`src/rtl/dds_pkg.sv`:
```
// Shared types and default timing for the DDS parallel-port writer.
// Phase lengths are in CLK cycles.
package dds_pkg;

  typedef enum logic [2:0] {
    ST_IDLE,
    ST_MRESET,
    ST_SETUP,
    ST_STROBE,
    ST_HOLD,
    ST_UPDATE
  } state_t;

  localparam int DDS_ADDR_W     = 6;
  localparam int DDS_DATA_W     = 8;
  localparam int DDS_DEPTH      = 16;
  localparam int DDS_T_SETUP    = 2;
  localparam int DDS_T_WR       = 2;
  localparam int DDS_T_HOLD     = 1;
  localparam int DDS_RST_CYCLES = 10;
  localparam int DDS_UD_CYCLES  = 4;

  function automatic int max2(input int a, input int b);
    return (a > b) ? a : b;
  endfunction

  function automatic int cnt_w(input int m);
    return (m > 1) ? $clog2(m) : 1;
  endfunction

endpackage

```
`src/rtl/dds_cmd_fifo.sv`:
```
// Command FIFO: first-word-fall-through head, registered flags and level.
// Memory is plain flops so the head is valid the cycle after a push.
module dds_cmd_fifo #(
  parameter int DEPTH = 16,
  parameter int W     = 15
) (
  input  logic                     i_clk,
  input  logic                     i_rst,
  input  logic                     i_push,
  input  logic [W-1:0]             i_din,
  input  logic                     i_pop,
  output logic [W-1:0]             o_dout,
  output logic                     o_empty,
  output logic                     o_full,
  output logic [$clog2(DEPTH):0]   o_level
);

  localparam int AW = $clog2(DEPTH);

  logic [W-1:0]  r_mem [DEPTH];
  logic [AW-1:0] r_wp;
  logic [AW-1:0] r_rp;
  logic [AW:0]   r_lvl;
  logic          r_empty;
  logic          r_full;
  logic          w_push;
  logic          w_pop;
  logic [AW:0]   w_lvl_nxt;

  assign w_push    = i_push & ~r_full;
  assign w_pop     = i_pop & ~r_empty;
  assign w_lvl_nxt = r_lvl + {{AW{1'b0}}, w_push}
                           - {{AW{1'b0}}, w_pop};

  always_ff @(posedge i_clk) begin
    if (w_push) r_mem[r_wp] <= i_din;
  end

  always_ff @(posedge i_clk or posedge i_rst) begin
    if (i_rst) begin
      r_wp    <= '0;
      r_rp    <= '0;
      r_lvl   <= '0;
      r_empty <= 1'b1;
      r_full  <= 1'b0;
    end else begin
      if (w_push) r_wp <= r_wp + AW'(1);
      if (w_pop)  r_rp <= r_rp + AW'(1);
      r_lvl   <= w_lvl_nxt;
      r_empty <= (w_lvl_nxt == '0);
      r_full  <= (w_lvl_nxt == (AW+1)'(DEPTH));
    end
  end

  assign o_dout  = r_mem[r_rp];
  assign o_empty = r_empty;
  assign o_full  = r_full;
  assign o_level = r_lvl;

endmodule

```
`src/rtl/dds_par_writer.sv`:
```
// Parallel-bus writer for a DDS: queues register writes, strobes them out
// with setup/strobe/hold timing, issues IO updates and master resets.
module dds_par_writer
  import dds_pkg::*;
#(
  parameter int ADDR_W     = DDS_ADDR_W,
  parameter int DATA_W     = DDS_DATA_W,
  parameter int DEPTH      = DDS_DEPTH,
  parameter int T_SETUP    = DDS_T_SETUP,
  parameter int T_WR       = DDS_T_WR,
  parameter int T_HOLD     = DDS_T_HOLD,
  parameter int RST_CYCLES = DDS_RST_CYCLES,
  parameter int UD_CYCLES  = DDS_UD_CYCLES
) (
  input  logic                   CLK,
  input  logic                   RST,
  input  logic                   S_VALID,
  output logic                   S_READY,
  input  logic [ADDR_W-1:0]      S_ADDR,
  input  logic [DATA_W-1:0]      S_DATA,
  input  logic                   S_LAST,
  input  logic                   MR_REQ,
  output logic [ADDR_W-1:0]      AOUT,
  output logic [DATA_W-1:0]      DOUT,
  output logic                   WRB,
  output logic                   RESET,
  output logic                   UDCLK,
  output logic                   BUSY,
  output logic                   DONE,
  output logic [$clog2(DEPTH):0] LEVEL
);

  localparam int FW   = ADDR_W + DATA_W + 1;
  localparam int LW   = $clog2(DEPTH) + 1;
  localparam int MAXP = max2(max2(max2(T_SETUP, T_WR),
                                  max2(T_HOLD, RST_CYCLES)),
                             UD_CYCLES);
  localparam int CW   = cnt_w(MAXP);

  state_t            r_state;
  state_t            w_nxt;
  logic [CW-1:0]     r_cnt;
  logic [CW-1:0]     w_len;
  logic              r_pend;
  logic              r_done;
  logic              w_push;
  logic              w_pop;
  logic              w_empty;
  logic              w_full;
  logic              w_end;
  logic              w_more;
  logic              w_ld;
  logic [FW-1:0]     w_head;
  logic              w_hlast;
  logic [ADDR_W-1:0] w_haddr;
  logic [DATA_W-1:0] w_hdata;
  logic [LW-1:0]     w_level;

  dds_cmd_fifo #(
    .DEPTH (DEPTH),
    .W     (FW)
  ) u_fifo (
    .i_clk   (CLK),
    .i_rst   (RST),
    .i_push  (w_push),
    .i_din   ({S_LAST, S_ADDR, S_DATA}),
    .i_pop   (w_pop),
    .o_dout  (w_head),
    .o_empty (w_empty),
    .o_full  (w_full),
    .o_level (w_level)
  );

  assign {w_hlast, w_haddr, w_hdata} = w_head;

  assign S_READY = ~w_full & ~RST;
  assign w_push  = S_VALID & S_READY;
  assign w_end   = (r_cnt == '0);
  assign w_pop   = (r_state == ST_HOLD) & w_end;
  // Entries left once the head pops, counting a same-edge push
  assign w_more  = (w_level > LW'(1)) | w_push;
  assign w_ld    = (w_nxt != r_state);
  assign BUSY    = (r_state != ST_IDLE);
  assign DONE    = r_done;
  assign LEVEL   = w_level;

  always_comb begin
    w_len = '0;
    unique case (w_nxt)
      ST_MRESET: w_len = CW'(RST_CYCLES - 1);
      ST_SETUP:  w_len = CW'(T_SETUP - 1);
      ST_STROBE: w_len = CW'(T_WR - 1);
      ST_HOLD:   w_len = CW'(T_HOLD - 1);
      ST_UPDATE: w_len = CW'(UD_CYCLES - 1);
      default:   w_len = '0;
    endcase
  end

  always_ff @(posedge CLK or posedge RST) begin
    if (RST) begin
      r_state <= ST_IDLE;
      r_cnt   <= '0;
      r_pend  <= 1'b0;
      r_done  <= 1'b0;
    end else begin
      r_state <= w_nxt;
      if (w_ld)        r_cnt <= w_len;
      else if (!w_end) r_cnt <= r_cnt - CW'(1);
      r_pend <= MR_REQ |
                (r_pend & ~(w_ld & (w_nxt == ST_MRESET)));
      r_done <= (r_state == ST_UPDATE) & w_end;
    end
  end

  always_comb begin
    w_nxt = r_state;
    unique case (r_state)
      ST_IDLE: begin
        if (r_pend)        w_nxt = ST_MRESET;
        else if (!w_empty) w_nxt = ST_SETUP;
      end
      ST_MRESET: if (w_end) w_nxt = ST_IDLE;
      ST_SETUP:  if (w_end) w_nxt = ST_STROBE;
      ST_STROBE: if (w_end) w_nxt = ST_HOLD;
      ST_HOLD: begin
        if (w_end) begin
          if (w_hlast)     w_nxt = ST_UPDATE;
          else if (r_pend) w_nxt = ST_MRESET;
          else if (w_more) w_nxt = ST_SETUP;
          else             w_nxt = ST_IDLE;
        end
      end
      ST_UPDATE: if (w_end) w_nxt = ST_IDLE;
      default:   w_nxt = ST_IDLE;
    endcase
  end

  always_comb begin
    AOUT  = '0;
    DOUT  = '0;
    WRB   = 1'b1;
    RESET = 1'b0;
    UDCLK = 1'b0;
    unique case (r_state)
      ST_SETUP, ST_HOLD: begin
        AOUT = w_haddr;
        DOUT = w_hdata;
      end
      ST_STROBE: begin
        AOUT = w_haddr;
        DOUT = w_hdata;
        WRB  = 1'b0;
      end
      ST_MRESET: RESET = 1'b1;
      ST_UPDATE: UDCLK = 1'b1;
      default: ;
    endcase
  end

endmodule

```
`config.mk`:
```
export PLATFORM = sky130hd
export DESIGN_NAME = dds_par_writer
export DESIGN_NICKNAME = d
export VERILOG_FILES = /design/src/rtl/dds_pkg.sv /design/src/rtl/dds_cmd_fifo.sv /design/src/rtl/dds_par_writer.sv
export SDC_FILE = /design/constraint.sdc
export NUM_CORES = 1
export LEC_CHECK = 0
export BUFFER_PORTS_ARGS = -buffer_cell sky130_fd_sc_hd__buf_2
export CAP_MARGIN = 20
export CORE_AREA = 2 2 143 145
export CTS_CLUSTER_DIAMETER = 30
export DETAILED_ROUTE_END_ITERATION = 8
export DIE_AREA = 0 0 145 147
export PLACE_DENSITY = 0.83
export SLEW_MARGIN = 20
export SYNTH_ARGS = -nofsm -noshare
export SYNTH_HDL_FRONTEND = slang
export SYNTH_SLANG_ARGS = --single-unit
```
`constraint.sdc`:
```
create_clock -name CLK -period 4 [get_ports CLK]
set_input_delay 0.2 -clock CLK [delete_from_list [all_inputs] [get_ports CLK]]
set_output_delay 0.2 -clock CLK [all_outputs]
set_load 0.01 [all_outputs]
```
==> results of run 1 <==
[where the power goes]
| part | switching [mW] | total [mW] | internal, mW |
|---|---|---|---|
| logic | 0.898 | 1.81 | 0.914 |
| clock network | 1.29 | 3.86 | 2.57 |
| registers | 0.237 | 3.50 | 3.26 |
| total | 2.43 | 9.17 | 6.75 |
[cell type report]
class	count	area, sq um
Sequential cell	264	7810
Antenna cell	1	2.50
Tap cell	270	338
Clock inverter	32	407
Timing Repair Buffer	70	423
Fill cell	1234	6960
Multi-Input combinational cell	218	2710
Clock buffer	48	1140
Inverter	16	60.1
[worst max-delay path, cell delays in order (launching register included)]
cell and delay, ns:
dfrtp_1 0.40, inv_1 0.08, ha_1 0.21, nor3b_2 0.18
buf_4 0.18, nand3_1 0.14, nor2_1 0.41, ha_1 0.32
inv_1 0.05, ha_1 0.15, inv_1 0.06, fa_1 0.43
xor2_1 0.17, or4_1 0.49, nor2b_1 0.12
[worst min-delay path by stage]
stage / startpoint / slack (ns) / endpoint
after floorplan: RST / 0.21 / DONE
after global placement: RST / 0.46 / u_fifo.o_level[3]
after detailed placement: RST / 0.48 / u_fifo.o_full
after CTS: S_DATA[4] / 0.008 / u_fifo.r_mem[14][4]
after global routing: S_DATA[4] / 0.03 / u_fifo.r_mem[14][4]
final: S_DATA[4] / 0.02 / u_fifo.r_mem[14][4]
[per-stage QoR]
step / cell area (sq um) / worst slack, ns / power (mW) / hold WS (ns) / utilization
finish: 12900 / 0.531 / 9.17 / 0.0170 / 0.649
global route: 12900 / 0.363 / 9.50 / 0.0275 / 0.649
CTS: 12900 / 0.551 / 9.22 / 0.00824 / 0.649
detailed placement: 11300 / 0.598 / 5.32 / 0.476 / 0.570
floorplan: 10700 / 0.754 / 4.82 / 0.214 / -
global placement: 11300 / 0.727 / 5.21 / 0.457 / 0.570
[cell families (layout without fill, tap and decap cells)]
group / count (synthesis) / count (layout) / share of synthesized area
AOI/OAI and AO/OA: 26 / 26 / 0.0202
DFF: 264 / 264 / 0.733
xor gates and xnor gates: 10 / 10 / 0.00822
and+or+nand+nor: 85 / 85 / 0.0430
buffers and inverters: 40 / 166 / 0.0153
other: 0 / 1 / 0
muxes: 82 / 82 / 0.162
adders and majority gates: 15 / 15 / 0.0183
[per-layer routing]
| layer | track usage | routed length (um) | up-vias |
|---|---|---|---|
| li1 | - | - | 2310 |
| met1 | 0.291 | 8900 | 2902 |
| met2 | 0.385 | 12100 | 332 |
| met3 | 0.0509 | 1850 | 69 |
| met4 | 0.106 | 911 | 0 |
| met5 | 0 | 0 | - |
[sequential cells by signal, indices dropped and copies added (netlist names)]
signal	cells
DONE	1
r_cnt	4
r_pend	1
r_state	3
u_fifo.o_empty	1
u_fifo.o_full	1
u_fifo.o_level	5
u_fifo.r_mem	240
u_fifo.r_rp	4
u_fifo.r_wp	4
[synthesized netlist by cell type (all sizes together), types with 2 or more instances]
library cell,instances
a21oi,6
a22oi,2
a2bb2oi,2
and2,2
buf,10
clkbuf,14
dfrtp,23
edfxtp,240
ha,14
inv,16
mux2,4
mux2i,6
mux4,72
nand2,12
nand2b,3
nand3,4
nand3b,2
nand4,2
nor2,26
nor2b,18
nor3,5
nor3b,3
o211ai,2
o21ai,3
or3,3
xnor2,7
xor2,3
[what timing repair did]
item                                    in CTS  in global routing
endpoints found under the setup margin       0                  0
gates resized for setup                      0                  0
hold buffers                                 2                  0
endpoints found under the hold margin       24                  0
==> results.toml, run 1 <==
[grt]
grt_max_degree = 31
grt_antenna_before_repair = 2
grt_first_pass_wirelength_um = 35800
track_usage = 0.230
overflow = 0
grt_pass1_vias = 5894

[detailed_routing]
drt_iter0_markers = 538
via_per_inst = 6.11
drc = 0
wl_per_cell_um = 25.9
num_vias = 5613
routed_wl_um = 23800
ant_nets = 0
dr.pass1.iters = 5

[die]
die-area_sq_um = 21300
core_sq_um = 19800
die_x_um = 145
die_h_um = 147
placementRows = 52
io_pins = 44
initial_core_util = 0.537

[yosys]
ys_ff_latch = 264
yosys_most_used_dff = "edfxtp_1"
yosysWarnings = 0
async_reset_ff_frac = 0.0909
ys_seq_area_frac = 0.733
synth_area_leaders = "edfxtp_1, mux4_2, dfrtp_1, ha_1, nor2b_1"
syn_inst = 522
syn-num-nets = 556
postSynthAreaPerCell_sq_um = 20.4
synth_top_area_cell = "edfxtp_1"
synth_top_area_frac = 0.676
synth-edff-count = 240
synth_cell_type_count = 51
syn_area_sq_um = 10700

[pwr]
power_leakage_nw = 4.43
peakVddDrop_mv = 0.452
power_per_cell_area_nw_per_um2 = 712

[clock_tree]
htreeDepth = 2
root_buffer = "clkbuf_16"
post-cts-setup-buffer-count = 0
cts_sinks = 264
cts_max_path_buffers = 3
cts.clk_slew.worst_paths_ns = 0.06
cts_buffers = 44
cts_tree = "built"
clk_latency_ns = 0.55

[layout]
layout_common_cells = "edfxtp_1, mux4_2, clkbuf_16"
nets = 648
drive_gt1_frac = 0.349
final_common_cell = "edfxtp_1"
final_cells = 919
syn2layout_area_growth_pct = 21.0

[sta]
worstMarginPinSlew_ns = 0.935
final_hold_viol_count = 0
fin_skew_ns = 0.0276
slew_headroom = 0.376
rsz0062_at_grt = "false"
drv_slew = 0
tns_ns = 0
fmax_ghz = 0.288
finalSetupViolations = 0
final.period_utilization = 0.867
layout_min_cycle_time_ns = 3.47

[hold_path]
whs_path_depth = 1
hold_class = "primary input to flop"

[place]
dp.cells = 836
hpwl_um = 12700
gp_routability_congestion = 0.888
port_buffers = 43

[worst_setup_path]
critPathCapture = "u_fifo.o_full"
start_kind = "flop"
arrival_ns = 3.93
cp-startpoint = "r_cnt[1]"
worstRegToRegCells = 14
cp-end-kind = "flop"
r2r-end = "u_fifo.o_full"
crit_type = "flop to flop"
r2r_start = "r_cnt[1]"
worst-r2r-setup-slack_ns = 0.53
cp.required_ns = 4.46
cp_max_fo = 8

[run]
max-cap-violations = 0

[run_status]
status = "finished clean"
Power figures use the tool's default switching activity.
==> inputs of run 2 (changes only) <==
--- a/config.mk
+++ b/config.mk
@@ -5,12 +5,14 @@
 export SDC_FILE = /design/constraint.sdc
 export NUM_CORES = 1
 export LEC_CHECK = 0
+export ABC_CLOCK_PERIOD_IN_PS = 4000
 export BUFFER_PORTS_ARGS = -buffer_cell sky130_fd_sc_hd__buf_2
-export CAP_MARGIN = 20
+export CAP_MARGIN = 25
 export CORE_AREA = 2 2 143 145
 export CTS_CLUSTER_DIAMETER = 30
 export DETAILED_ROUTE_END_ITERATION = 8
 export DIE_AREA = 0 0 145 147
+export GPL_TIMING_DRIVEN = 0
 export PLACE_DENSITY = 0.83
 export SLEW_MARGIN = 20
 export SYNTH_ARGS = -nofsm -noshare
==> results.toml, run 2 (same netlist as run 1, synthesis figures left out) <==
[run_status]
status = "finished clean"

[die]
io_pins = 44
core_sq_um = 19800
die-area_sq_um = 21300
initial_core_util = 0.537
die_h_um = 147
die_x_um = 145
placementRows = 52

[worst_setup_path]
r2r_start = "r_cnt[0]"
arrival_ns = 4.16
cp.required_ns = 4.43
start_kind = "flop"
r2r-end = "u_fifo.o_full"
worst-r2r-setup-slack_ns = 0.26
crit_type = "flop to flop"
worstRegToRegCells = 13
cp-end-kind = "flop"
cp_max_fo = 8

[grt]
track_usage = 0.246
grt_first_pass_wirelength_um = 37700
grt_antenna_before_repair = 1
grt_pass1_vias = 6045
grt_max_degree = 25
overflow = 0

[sta]
worstMarginPinSlew_ns = 0.960
whs_ns = 0.0596
finalSetupViolations = 0
drv_slew = 0
fin_skew_ns = 0.0168
tns_ns = 0
slew_headroom = 0.360
rsz0062_at_grt = "false"
final.period_utilization = 0.934
layout_min_cycle_time_ns = 3.74
final_hold_viol_count = 0
fmax_ghz = 0.268
setup_ws_ns = 0.262

[pwr]
power_leakage_nw = 4.48
peakVddDrop_mv = 0.413
power_mw = 9.30
power_per_cell_area_nw_per_um2 = 712

[layout]
layout_common_cells = "edfxtp_1, mux4_2, buf_2"
final_cells = 935
seq_area_sq_um = 7810
nets = 667
syn2layout_area_growth_pct = 22.5
regMostFlops = "u_fifo.r_mem"
multi_input_area_sq_um = 2740
drive_gt1_frac = 0.360
nFillCells = 1219
final_common_cell = "edfxtp_1"
largest_register_ff_count = 240

[clock_tree]
cts_tree = "built"
htreeDepth = 2
cts.clk_slew.worst_paths_ns = 0.05
cts_sinks = 264
clk_latency_ns = 0.52
cts_buffers = 41
root_buffer = "clkbuf_16"
post-cts-setup-buffer-count = 0
cts_max_path_buffers = 3

[run]
max-cap-violations = 0

[hold_path]
whs_path_depth = 1
hold_class = "primary input to flop"
hold_end = "u_fifo.r_mem[1][7]"
hold_start = "S_DATA[7]"

[detailed_routing]
dr.pass1.iters = 5
drc = 0
via_per_inst = 6.15
wl_per_cell_um = 27.6
ant_nets = 0
drt_iter0_markers = 611
routed_wl_um = 25800
num_vias = 5749

[place]
port_buffers = 43
dp.cells = 857
dp_slack_ns = 0.238
gp_routability_congestion = 0.873
hpwl_um = 15000
==> run 2: cell count changes in the layout (fill, tap and decap cells not counted), sizes merged <==
cell      previous run  this run
clkbuf              48        63
clkinv              20        10
inv                 16        20
clkinvlp             4         2
buf                 68        75
bufinv               8        10
==> run 2: how the worst max path moves through the flow <==
stage,start,endpoint,slack (ns),cells after the start
after floorplan,r_cnt[0],u_fifo.o_full,0.75,13
after global placement,u_fifo.o_full,u_fifo.r_mem[3][12],0.33,3
after detailed placement,r_cnt[0],u_fifo.o_full,0.24,13
after CTS,u_fifo.r_rp[1],DOUT[1],0.04,7
after global routing,r_cnt[0],u_fifo.o_full,0.02,13
final,r_cnt[0],u_fifo.o_full,0.26,13
==> run 2: metal layers <==
metal  track usage  wire (um)
met1         0.306       9380
met2         0.428      13500
met3        0.0478       2020
met4         0.101        923
met5             0          0
==> run 2: cell type report <==
cell class,instances,share of cell area
multi-input cells,218,0.209
inverters,16,0.00460
well taps,270,0.0259
flip-flops and latches,264,0.598
plain buffers,24,0.00824
clock buffers,48,0.0822
repair buffers,68,0.0396
diodes,1,0.000192
clock inverters,26,0.0317
==> run 2: where the power goes <==
group	total, mW	internal (mW)	switching [mW]
sequential	3.37	3.26	0.115
combinational	2.10	0.963	1.14
clock	3.83	2.58	1.25
total	9.30	6.80	2.50
==> run 2: metrics by stage <==
| stage | utilization | instance area [sq um] |
|---|---|---|
| 2_1_floorplan | - | 10700 |
| 3_3_place_gp | 0.565 | 11200 |
| 3_5_place_dp | 0.581 | 11500 |
| 4_1_cts | 0.657 | 13000 |
| 5_1_grt | 0.658 | 13100 |
| 6_report | 0.658 | 13100 |
==> run 2: repair_timing <==
item / CTS / global route
setup endpoints to repair: 0 / 4
resized for setup: 0 / 6
hold buffers: 2 / 0
endpoints found under the hold margin: 24 / 0
==> run 2: critical path, cell delays in order (launching register included) <==
cell,delay [ns]
dfrtp_1,0.37
inv_1,0.10
ha_1,0.22
nor3b_2,0.49
nand3_1,0.27
nor2_2,0.33
ha_1,0.29
inv_1,0.06
ha_1,0.16
inv_1,0.07
fa_1,0.52
inv_1,0.06
or4_1,0.57
nor2b_1,0.16
